--- src/rtl/dmem_arbiter.sv ---
// dmem_arbiter: shares one single-port, word-addressed data memory between the
// memory stage (M, port 0) and the loader/debug port (L, port 1). Every access
// runs IDLE -> ACCESS -> RESP. Out-of-range addresses never reach the memory
// and are reported as an error at ack time.
module dmem_arbiter #(
  parameter int DATA_W       = 64,
  parameter int DEPTH        = 2048,
  parameter int ADDR_W       = 11,
  parameter int STARVE_LIMIT = 4
) (
  input  logic              clk,
  input  logic              rst_n,
  input  logic              m_req,
  input  logic              m_we,
  input  logic [63:0]       m_addr,
  input  logic [DATA_W-1:0] m_wdata,
  output logic              m_ack,
  output logic [DATA_W-1:0] m_rdata,
  output logic              m_err,
  input  logic              l_req,
  input  logic              l_we,
  input  logic [63:0]       l_addr,
  input  logic [DATA_W-1:0] l_wdata,
  output logic              l_ack,
  output logic [DATA_W-1:0] l_rdata,
  output logic              l_err,
  output logic              mem_en,
  output logic              mem_we,
  output logic [ADDR_W-1:0] mem_addr,
  output logic [DATA_W-1:0] mem_wdata,
  input  logic [DATA_W-1:0] mem_rdata,
  output logic              busy,
  output logic              grant_id
);

  localparam logic [1:0] S_IDLE   = 2'd0;
  localparam logic [1:0] S_ACCESS = 2'd1;
  localparam logic [1:0] S_RESP   = 2'd2;

  localparam int               CNT_W      = $clog2(STARVE_LIMIT + 1);
  localparam logic [CNT_W-1:0] STARVE_MAX = CNT_W'(STARVE_LIMIT);

  logic [1:0]        state_q, state_d;
  logic [CNT_W-1:0]  starve_q, starve_d;
  logic              grant_q, grant_d;
  logic              we_q, we_d;
  logic [ADDR_W-1:0] addr_q, addr_d;
  logic [DATA_W-1:0] wdata_q, wdata_d;
  logic              err_q, err_d;

  logic              pick_l;
  logic              sel_we;
  logic [63:0]       sel_addr;
  logic [DATA_W-1:0] sel_wdata;
  logic              resp;
  logic              rd_ok;

  // Any address at or beyond DEPTH, including stray upper bits, is an error.
  function automatic logic addr_bad(input logic [63:0] a);
    return (a >= 64'(DEPTH));
  endfunction

  // Next-state logic: arbitrate and latch the winner's request only in IDLE.
  always_comb begin
    state_d   = state_q;
    starve_d  = starve_q;
    grant_d   = grant_q;
    we_d      = we_q;
    addr_d    = addr_q;
    wdata_d   = wdata_q;
    err_d     = err_q;
    pick_l    = 1'b0;
    sel_we    = m_we;
    sel_addr  = m_addr;
    sel_wdata = m_wdata;
    case (state_q)
      S_IDLE: begin
        if (m_req || l_req) begin
          // L wins when alone, or when it has lost STARVE_LIMIT times in a row.
          pick_l    = l_req && (!m_req || (starve_q == STARVE_MAX));
          sel_we    = pick_l ? l_we    : m_we;
          sel_addr  = pick_l ? l_addr  : m_addr;
          sel_wdata = pick_l ? l_wdata : m_wdata;
          state_d   = S_ACCESS;
          grant_d   = pick_l;
          we_d      = sel_we;
          addr_d    = sel_addr[ADDR_W-1:0];
          wdata_d   = sel_wdata;
          err_d     = addr_bad(sel_addr);
          if (pick_l) begin
            starve_d = '0;
          end else if (l_req && (starve_q != STARVE_MAX)) begin
            starve_d = starve_q + 1'b1;
          end
        end
      end
      S_ACCESS: begin
        state_d = S_RESP;
      end
      S_RESP: begin
        state_d = S_IDLE;
        grant_d = 1'b0;
      end
      default: begin
        state_d = S_IDLE;
        grant_d = 1'b0;
      end
    endcase
  end

  // State registers with synchronous active-low reset; everything clears so all outputs read 0.
  always_ff @(posedge clk) begin
    if (!rst_n) begin
      state_q  <= S_IDLE;
      starve_q <= '0;
      grant_q  <= 1'b0;
      we_q     <= 1'b0;
      addr_q   <= '0;
      wdata_q  <= '0;
      err_q    <= 1'b0;
    end else begin
      state_q  <= state_d;
      starve_q <= starve_d;
      grant_q  <= grant_d;
      we_q     <= we_d;
      addr_q   <= addr_d;
      wdata_q  <= wdata_d;
      err_q    <= err_d;
    end
  end

  // mem_en is gated with rst_n directly so a reset landing in ACCESS cannot commit a write.
  assign mem_en    = rst_n && (state_q == S_ACCESS) && !err_q;
  assign mem_we    = mem_en && we_q;
  assign mem_addr  = addr_q;
  assign mem_wdata = wdata_q;

  assign busy      = (state_q != S_IDLE);
  assign grant_id  = grant_q;

  // Response: only the winner sees ack; read data passes only for a legal read.
  assign resp    = (state_q == S_RESP);
  assign rd_ok   = resp && !we_q && !err_q;
  assign m_ack   = resp && !grant_q;
  assign l_ack   = resp && grant_q;
  assign m_err   = m_ack && err_q;
  assign l_err   = l_ack && err_q;
  assign m_rdata = (rd_ok && !grant_q) ? mem_rdata : '0;
  assign l_rdata = (rd_ok && grant_q)  ? mem_rdata : '0;

endmodule
--- config.mk ---
export PLATFORM = sky130hd
export DESIGN_NAME = dmem_arbiter
export DESIGN_NICKNAME = d
export VERILOG_FILES = /design/src/rtl/dmem_arbiter.sv
export SDC_FILE = /design/constraint.sdc
export NUM_CORES = 1
export LEC_CHECK = 0
export CAP_MARGIN = 20
export CORE_AREA = 2 2 210 212
export CTS_CLUSTER_SIZE = 14
export DETAILED_ROUTE_END_ITERATION = 16
export DIE_AREA = 0 0 212 214
export PLACE_DENSITY_LB_ADDON = 0.15
export SYNTH_ARGS = -nofsm -noshare
export SYNTH_HDL_FRONTEND = slang
export SYNTH_SLANG_ARGS = --single-unit
--- constraint.sdc ---
create_clock -name clk -period 2.54 [get_ports clk]
set_input_delay 0.508 -clock clk [delete_from_list [all_inputs] [get_ports clk]]
set_output_delay 0.508 -clock clk [all_outputs]
set_load 0.02 [all_outputs]
==> results_dict.tcl, run 1 <==
set metrics [dict create \
    routed_wl_mm 33.8 \
    numCtsBuffers 9 \
    skew_ns 0.00636 \
    synth-main-ff-cell "dfxtp_1" \
    cts_buffer_depth 2 \
    grt_pass1_vias 6950 \
    power_density_nw_per_um2 408 \
    synth_edf_count 0 \
    tritoncts "done" \
    fin_cells 1766 \
    path_cells "nor3b_4 -> nor3b_4 -> buf_4 -> buf_12 -> and2_1 -> clkdlybuf4s15_1" \
    route.detailed.drc 0 \
    max-cap-violations 0 \
    timing.setup.tns_ns 0 \
    hold_viol_final 0 \
    ys_top_cells_by_area "dfxtp_1 34%, and2_1 17%, a311oi_1 14%, nand3_1 7.9%, nor2_1 6.4%" \
    fin_area_um2 11000 \
    antenna_found_initial 4 \
    via_per_inst 3.82 \
    crit_slowest_cell "dfxtp_2" \
    vias 6749 \
    max_slew_margin 0.295 \
    grt_use_met1 0.151 \
    ir_worst_vdd_v 0.000307 \
    worstMarginPinSlew_ns 1.06 \
    synth-seq-cells 83 \
    crit_start "state_q[0]$_SDFFE_PN0N_" \
    dp_hpwl_mm 26.6 \
    path_delay_family "simple AND/OR/NAND/NOR gates" \
    fillers 4775 \
    clkTransAtPathRegs_ns 0.07 \
    r2r-start "state_q[0]$_SDFFE_PN0N_" \
    met2_usage 0.272 \
    detailedRoute.firstPassIterationCount 6 \
    initial_core_util 0.113 \
    die_w_um 212 \
    core_um2 42900 \
    status "finished clean" \
    drt_iter0_drc 220 \
    synth_warnings 0 \
    dp_cells 1740 \
    fmaxAchievable_ghz 0.412 \
    die_area_um2 45400 \
    finalSetupViolCount 0 \
    die_h_um 214 \
    hold_buffers 0 \
    grt_overflow 0 \
    gp_congestion 0.871 \
    std_cell_rows 76 \
    fin_crit_ns 2.43 \
    syn-num-nets 979 \
    port_buffers 536 \
    whs_ns 0.497 \
    grt_pass1_wl_mm 48.0 \
    synthesis.area_um2 4840 \
    crit_fanout 24 \
    ioPinCount 537 \
    wl_per_cell_um 19.2 \
    drive_gt1_frac 0.139 \
    netlist_instances 651 \
    dpl_cell_area_um2 11000 \
    max_stage_delay_ns 0.34 \
    min-delay-start "mem_wdata[15]$_SDFFE_PN0P_" \
    syn_area_per_cell_um2 7.43 \
    nNetsFinal 1500 \
    power.leakage_nw 4.54 \
    cts-root-buf "clkbuf_16" \
    synth.yosys.seq_area_share 0.343 \
    cts_num_sinks 83 \
    critPathArrivalTime_ns 1.92 \
    ant_nets 0 \
    async_flop_share 0 \
    path_common_cell "nor3b_4" \
    grt_use_total 0.144 \
    drv_slew 0 \
    crit_path_end_kind "primary output" \
    hp-class "register to register" \
    start_kind "register" \
    synthDistinctLibCells 33 \
    h-tree-depth 3 \
    met3_usage 0.0471 \
    finalCritPeriodShare 0.955 \
    path_class "register to primary output" \
    crit_buf_inv 3 \
    syn2layout_area_growth_pct 127 \
    busiest_layer "met2" \
    synth_top_area_share 0.343 \
    yosys.area.top_type "dfxtp_1" \
    rsz0062_at_grt "true" \
    required_ns 2.03 \
    clkLatencyLatePin_ns 0.36 \
    grt_max_degree 101 \
]
flip-flops by register name, summed over array words and instances (netlist names):
name,flops
mem_wdata,64
grant_id,1
err_q,1
starve_q,3
mem_addr,11
state_q,2
we_q,1
cells in the final DEF, fill, tap and decap left out, drive strengths merged, types with 26 or more instances in the layout:
master	Yosys	layout
a311oi	76	76
nand3	76	76
and2	131	131
dfxtp	83	83
clkbuf	35	57
clkdlybuf4s50	0	404
nand2	79	79
dlygate4sd2	0	26
nor2	83	83
buf	28	82
repair_timing:
action	4_1_cts	5_1_grt
gates resized for setup	265	114
pin swaps	1	0
gates cloned	2	0
buffers inserted	3	2
setup endpoints to repair	124	93
kinds of logic (layout without fill, tap and decap cells):
| kind of cell | Yosys count | count (layout) | synth area share |
|---|---|---|---|
| mux | 1 | 1 | 0.00207 |
| simple gates | 414 | 414 | 0.438 |
| other cells | 0 | 5 | 0 |
| flops | 83 | 83 | 0.343 |
| buf+inv | 67 | 592 | 0.0610 |
| compound gates | 84 | 84 | 0.150 |
| fa+ha+maj | 2 | 2 | 0.00517 |
through the flow:
| step | setup WS, ns | util | total power, mW |
|---|---|---|---|
| 6_report | 0.114 | 0.256 | 4.48 |
| 5_1_grt | -0.00301 | 0.256 | 4.75 |
| 4_1_cts | -0.196 | 0.259 | 4.60 |
| 3_5_place_dp | -0.493 | 0.256 | 3.24 |
| 3_3_place_gp | -0.542 | 0.256 | 3.23 |
| 2_1_floorplan | 0.335 | - | 2.18 |
where the power goes:
group	total, mW	internal (mW)	leakage, nW	switching [mW]
Combinational	1.64	0.896	3.73	0.742
Sequential	1.53	1.45	0.690	0.0862
Clock	1.31	0.685	0.124	0.622
synthesized netlist by cell type, types with 2 or more instances:
master	count
o21ai_0	2
nor2_1	82
nor4_1	25
clkbuf_1	35
buf_4	4
nor3b_2	3
nand2_1	79
dfxtp_1	83
nor3_1	3
a311oi_1	76
nand4_1	7
inv_1	3
buf_2	23
nand3_1	76
ha_1	2
and2_1	131
routing by layer:
metal | share of wire | vias up
met2 | 0.53 | 283
met3 | 0.079 | 19
met5 | 0 | -
met4 | 0.014 | 0
li1 | - | 3349
met1 | 0.38 | 3098
worst paths after layout:
kind	end	slack, ns	cells after the start
worst max-delay path	m_rdata[50]	0.11	6
worst min-delay path	mem_wdata[15]$_SDFFE_PN0P_	0.50	2
worst max register to register	mem_wdata[1]$_SDFFE_PN0P_	0.65	6
worst min register to register	mem_wdata[15]$_SDFFE_PN0P_	0.50	2
tightest hold or removal path, cell delays in order, from the launching register on:
cell and delay, ns:
dfxtp_1 0.31, nor2_1 0.09, a311oi_1 0.05
area by class of cell:
type                       instances  area, um^2  area share
multi-input combinational        501        2930       0.267
inverter                           4        16.3     0.00148
antenna                            5        12.5     0.00114
clock inverter                     4        27.5     0.00251
sequential                        83        1660       0.152
clock buffer                      11         243      0.0221
tap                              585         732      0.0667
timing repair buffer             573        5340       0.487
No activity file was read; power rests on OpenSTA's default activity.
==> run 2, diff against run 1 <==
ABC_AREA = 1   (was not set)
CORE_AREA = 2 2 211 213   (was 2 2 210 212)
DIE_AREA = 0 0 213 215   (was 0 0 212 214)
==> run 2 against run 1 <==
Compared with the run above: first-iteration DRC count grew 15%; setup slack gained 0.049 ns; critical path type unchanged; core utilization shrank 0.55 points; final cell count grew 8.1%; routed wire length shrank 8.2%; combinational power is essentially flat; power grew 2.1%.
==> results_dict.tcl, run 2 <==
set metrics [dict create \
    worst-r2r-cell-count 8 \
    grt_pass1_wl_mm 43.7 \
    numCtsBuffers 9 \
    grt_max_degree 78 \
    final.setup.worst_slack_ns 0.163 \
    finalCritPeriodShare 0.936 \
    max-cap-violations 0 \
    path_cells "inv_1 -> nor2_1 -> inv_2 -> nor2_4 -> nand3_2 -> buf_12 -> nor2_1 -> clkdlybuf4s15_1" \
    initial_core_util 0.109 \
    hold_viol_final 0 \
    grt_use_total 0.129 \
    worstMarginPinSlew_ns 0.801 \
    syn2layout_area_growth_pct 130 \
    fillers 4935 \
    yosysMostFrequentCell "nor2_1" \
    cts_buffer_depth 2 \
    fmaxAchievable_ghz 0.421 \
    holdPathStages 2 \
    clkLatencyLatePin_ns 0.36 \
    synthTopCellsByCount "202 x nor2_1, 196 x nand2_1, 83 x dfxtp_1" \
    path_common_cell "nor2_1" \
    clkTransAtPathRegs_ns 0.07 \
    timing.setup.tns_ns 0 \
    port_buffers 536 \
    synth_top_area_share 0.350 \
    route.detailed.drc 0 \
    yosys.area.top_type "dfxtp_1" \
    async_flop_share 0 \
    nNetsFinal 1633 \
    post_cts_buffers 0 \
    dp_hpwl_mm 25.2 \
    syn-num-nets 1115 \
    routed_wl_mm 31.0 \
    cts-root-buf "clkbuf_16" \
    fin_crit_ns 2.38 \
    antenna_found_initial 9 \
    synth-seq-cells 83 \
    wl_met1_mm 11.3 \
    detailedRoute.firstPassIterationCount 4 \
    ys_top_cells_by_area "dfxtp_1 35%, nor2_1 16%, nand2_1 16%, a31oi_1 10%, o21ai_0 6.6%" \
    via_per_inst 3.63 \
    synth_warnings 0 \
    h-tree-depth 3 \
    drive_gt1_frac 0.0679 \
    crit_slowest_cell "dfxtp_1" \
    largest_reg_flops 64 \
    place_ws_ns 0.0819 \
    vias 6931 \
    power.leakage_nw 4.85 \
    power_mw 4.57 \
    skew_ns 0.0123 \
    synth_edf_count 0 \
    start_kind "register" \
    ir_worst_vdd_v 0.000280 \
    max_slew_margin 0.466 \
    gp_congestion 0.835 \
    final_common_cell "clkdlybuf4s50_1" \
    ioPinCount 537 \
    power_density_nw_per_um2 419 \
    die_w_um 213 \
    drv_slew 0 \
    grt_overflow 0 \
    max_stage_delay_ns 0.34 \
    synth-main-ff-cell "dfxtp_1" \
    hold_buffers 0 \
    crit_fanout 33 \
    route.top_layer_used "met4" \
    die_h_um 215 \
    core_um2 43600 \
    finalSetupViolCount 0 \
    whs_ns 0.489 \
    post_cts_resized 128 \
    required_ns 2.03 \
    synthDistinctLibCells 23 \
    grt_pass1_vias 6976 \
    std_cell_rows 77 \
    final_cell_mix "406 x clkdlybuf4s50_1, 202 x nor2_1, 196 x nand2_1, 83 x dfxtp_1, 78 x dlygate4sd2_1" \
    cts_num_sinks 83 \
    tritoncts "done" \
    utilization 0.250 \
    netlist_instances 787 \
    critPathArrivalTime_ns 1.87 \
    path_class "register to primary output" \
    synthesis.area_um2 4740 \
    syn_area_per_cell_um2 6.03 \
    crit_path_end_kind "primary output" \
    met2_length_mm 16.2 \
    wl_per_cell_um 16.3 \
    hp-class "register to register" \
    synth.yosys.seq_area_share 0.350 \
    drt_iter0_drc 253 \
    met3WireLength_mm 2.88 \
    die_area_um2 45800 \
    ant_nets 0 \
    status "finished clean" \
]
==> run 2: cell types whose count changed after synthesis, moves of 7 or more <==
cell	before	now
and2_1	131	0
nand4_1	7	0
o21ai_0	2	63
nand3_1	76	0
nor4_1	25	1
clkbuf_1	35	16
a31oi_1	0	76
a311oi_1	76	0
nand2_1	79	196
nor2_1	82	202
inv_1	3	75
o21ai_1	0	14
==> run 2: cells by family after synthesis <==
family / after synthesis / synth area share
buf+inv: 130 / 0.117
compound gates: 158 / 0.188
flops: 83 / 0.350
xor+xnor: 1 / 0.00185
simple gates: 413 / 0.338
fa+ha+maj: 2 / 0.00527
==> run 2: metal layers <==
| metal | vias up | global-route usage |
|---|---|---|
| li1 | 3550 | - |
| met1 | 3044 | 0.131 |
| met2 | 308 | 0.246 |
| met3 | 29 | 0.0405 |
| met4 | 0 | 0.0389 |
| met5 | - | 0 |
==> run 2: final cells by class <==
class,instances,area (um^2),area share
diodes,7,17.5,0.00160
inverters,78,293,0.0268
clock inverters,6,73.8,0.00676
flip-flops and latches,83,1660,0.152
clock buffers,10,229,0.0210
repair buffers,559,5380,0.492
well taps,592,741,0.0678
multi-input cells,574,2530,0.232
==> run 2: through the flow <==
| step | cells | area (um^2) |
|---|---|---|
| 2_1_floorplan | 787 | 4740 |
| 3_3_place_gp | 1886 | 10900 |
| 3_5_place_dp | 1886 | 10900 |
| 4_1_cts | 1902 | 11000 |
| 5_1_grt | 1905 | 10900 |
| 6_report | 1909 | 10900 |
==> run 2: final timing paths <==
| check | from | end | slack [ns] |
|---|---|---|---|
| hold / removal | starve_q[1]$_SDFFE_PN0P_ | starve_q[1]$_SDFFE_PN0P_ | 0.49 |
| hold reg to reg | starve_q[1]$_SDFFE_PN0P_ | starve_q[1]$_SDFFE_PN0P_ | 0.49 |
| setup reg to reg | starve_q[0]$_SDFFE_PN0P_ | mem_addr[4]$_SDFFE_PN0P_ | 0.90 |
| setup / recovery | state_q[1]$_SDFFE_PN0N_ | l_rdata[40] | 0.16 |
==> run 2: worst max-delay path: cells and delay by family (launching register included) <==
kind / cells / cell delay (ns)
flops: 1 / 0.34
buf+inv: 4 / 0.68
simple gates: 4 / 0.49
==> run 2: where the power goes <==
| part | internal (mW) | leakage [nW] | switching, mW |
|---|---|---|---|
| combinational | 0.879 | 4.02 | 0.731 |
| clock | 0.778 | 0.141 | 0.663 |
| sequential | 1.45 | 0.689 | 0.0736 |
| total | 3.10 | 4.85 | 1.47 |
==> run 3, diff against run 2 <==
CAP_MARGIN = 30   (was 20)
==> results of run 3 <==
The final DEF is identical to that of run 2; final timing and power are the same.
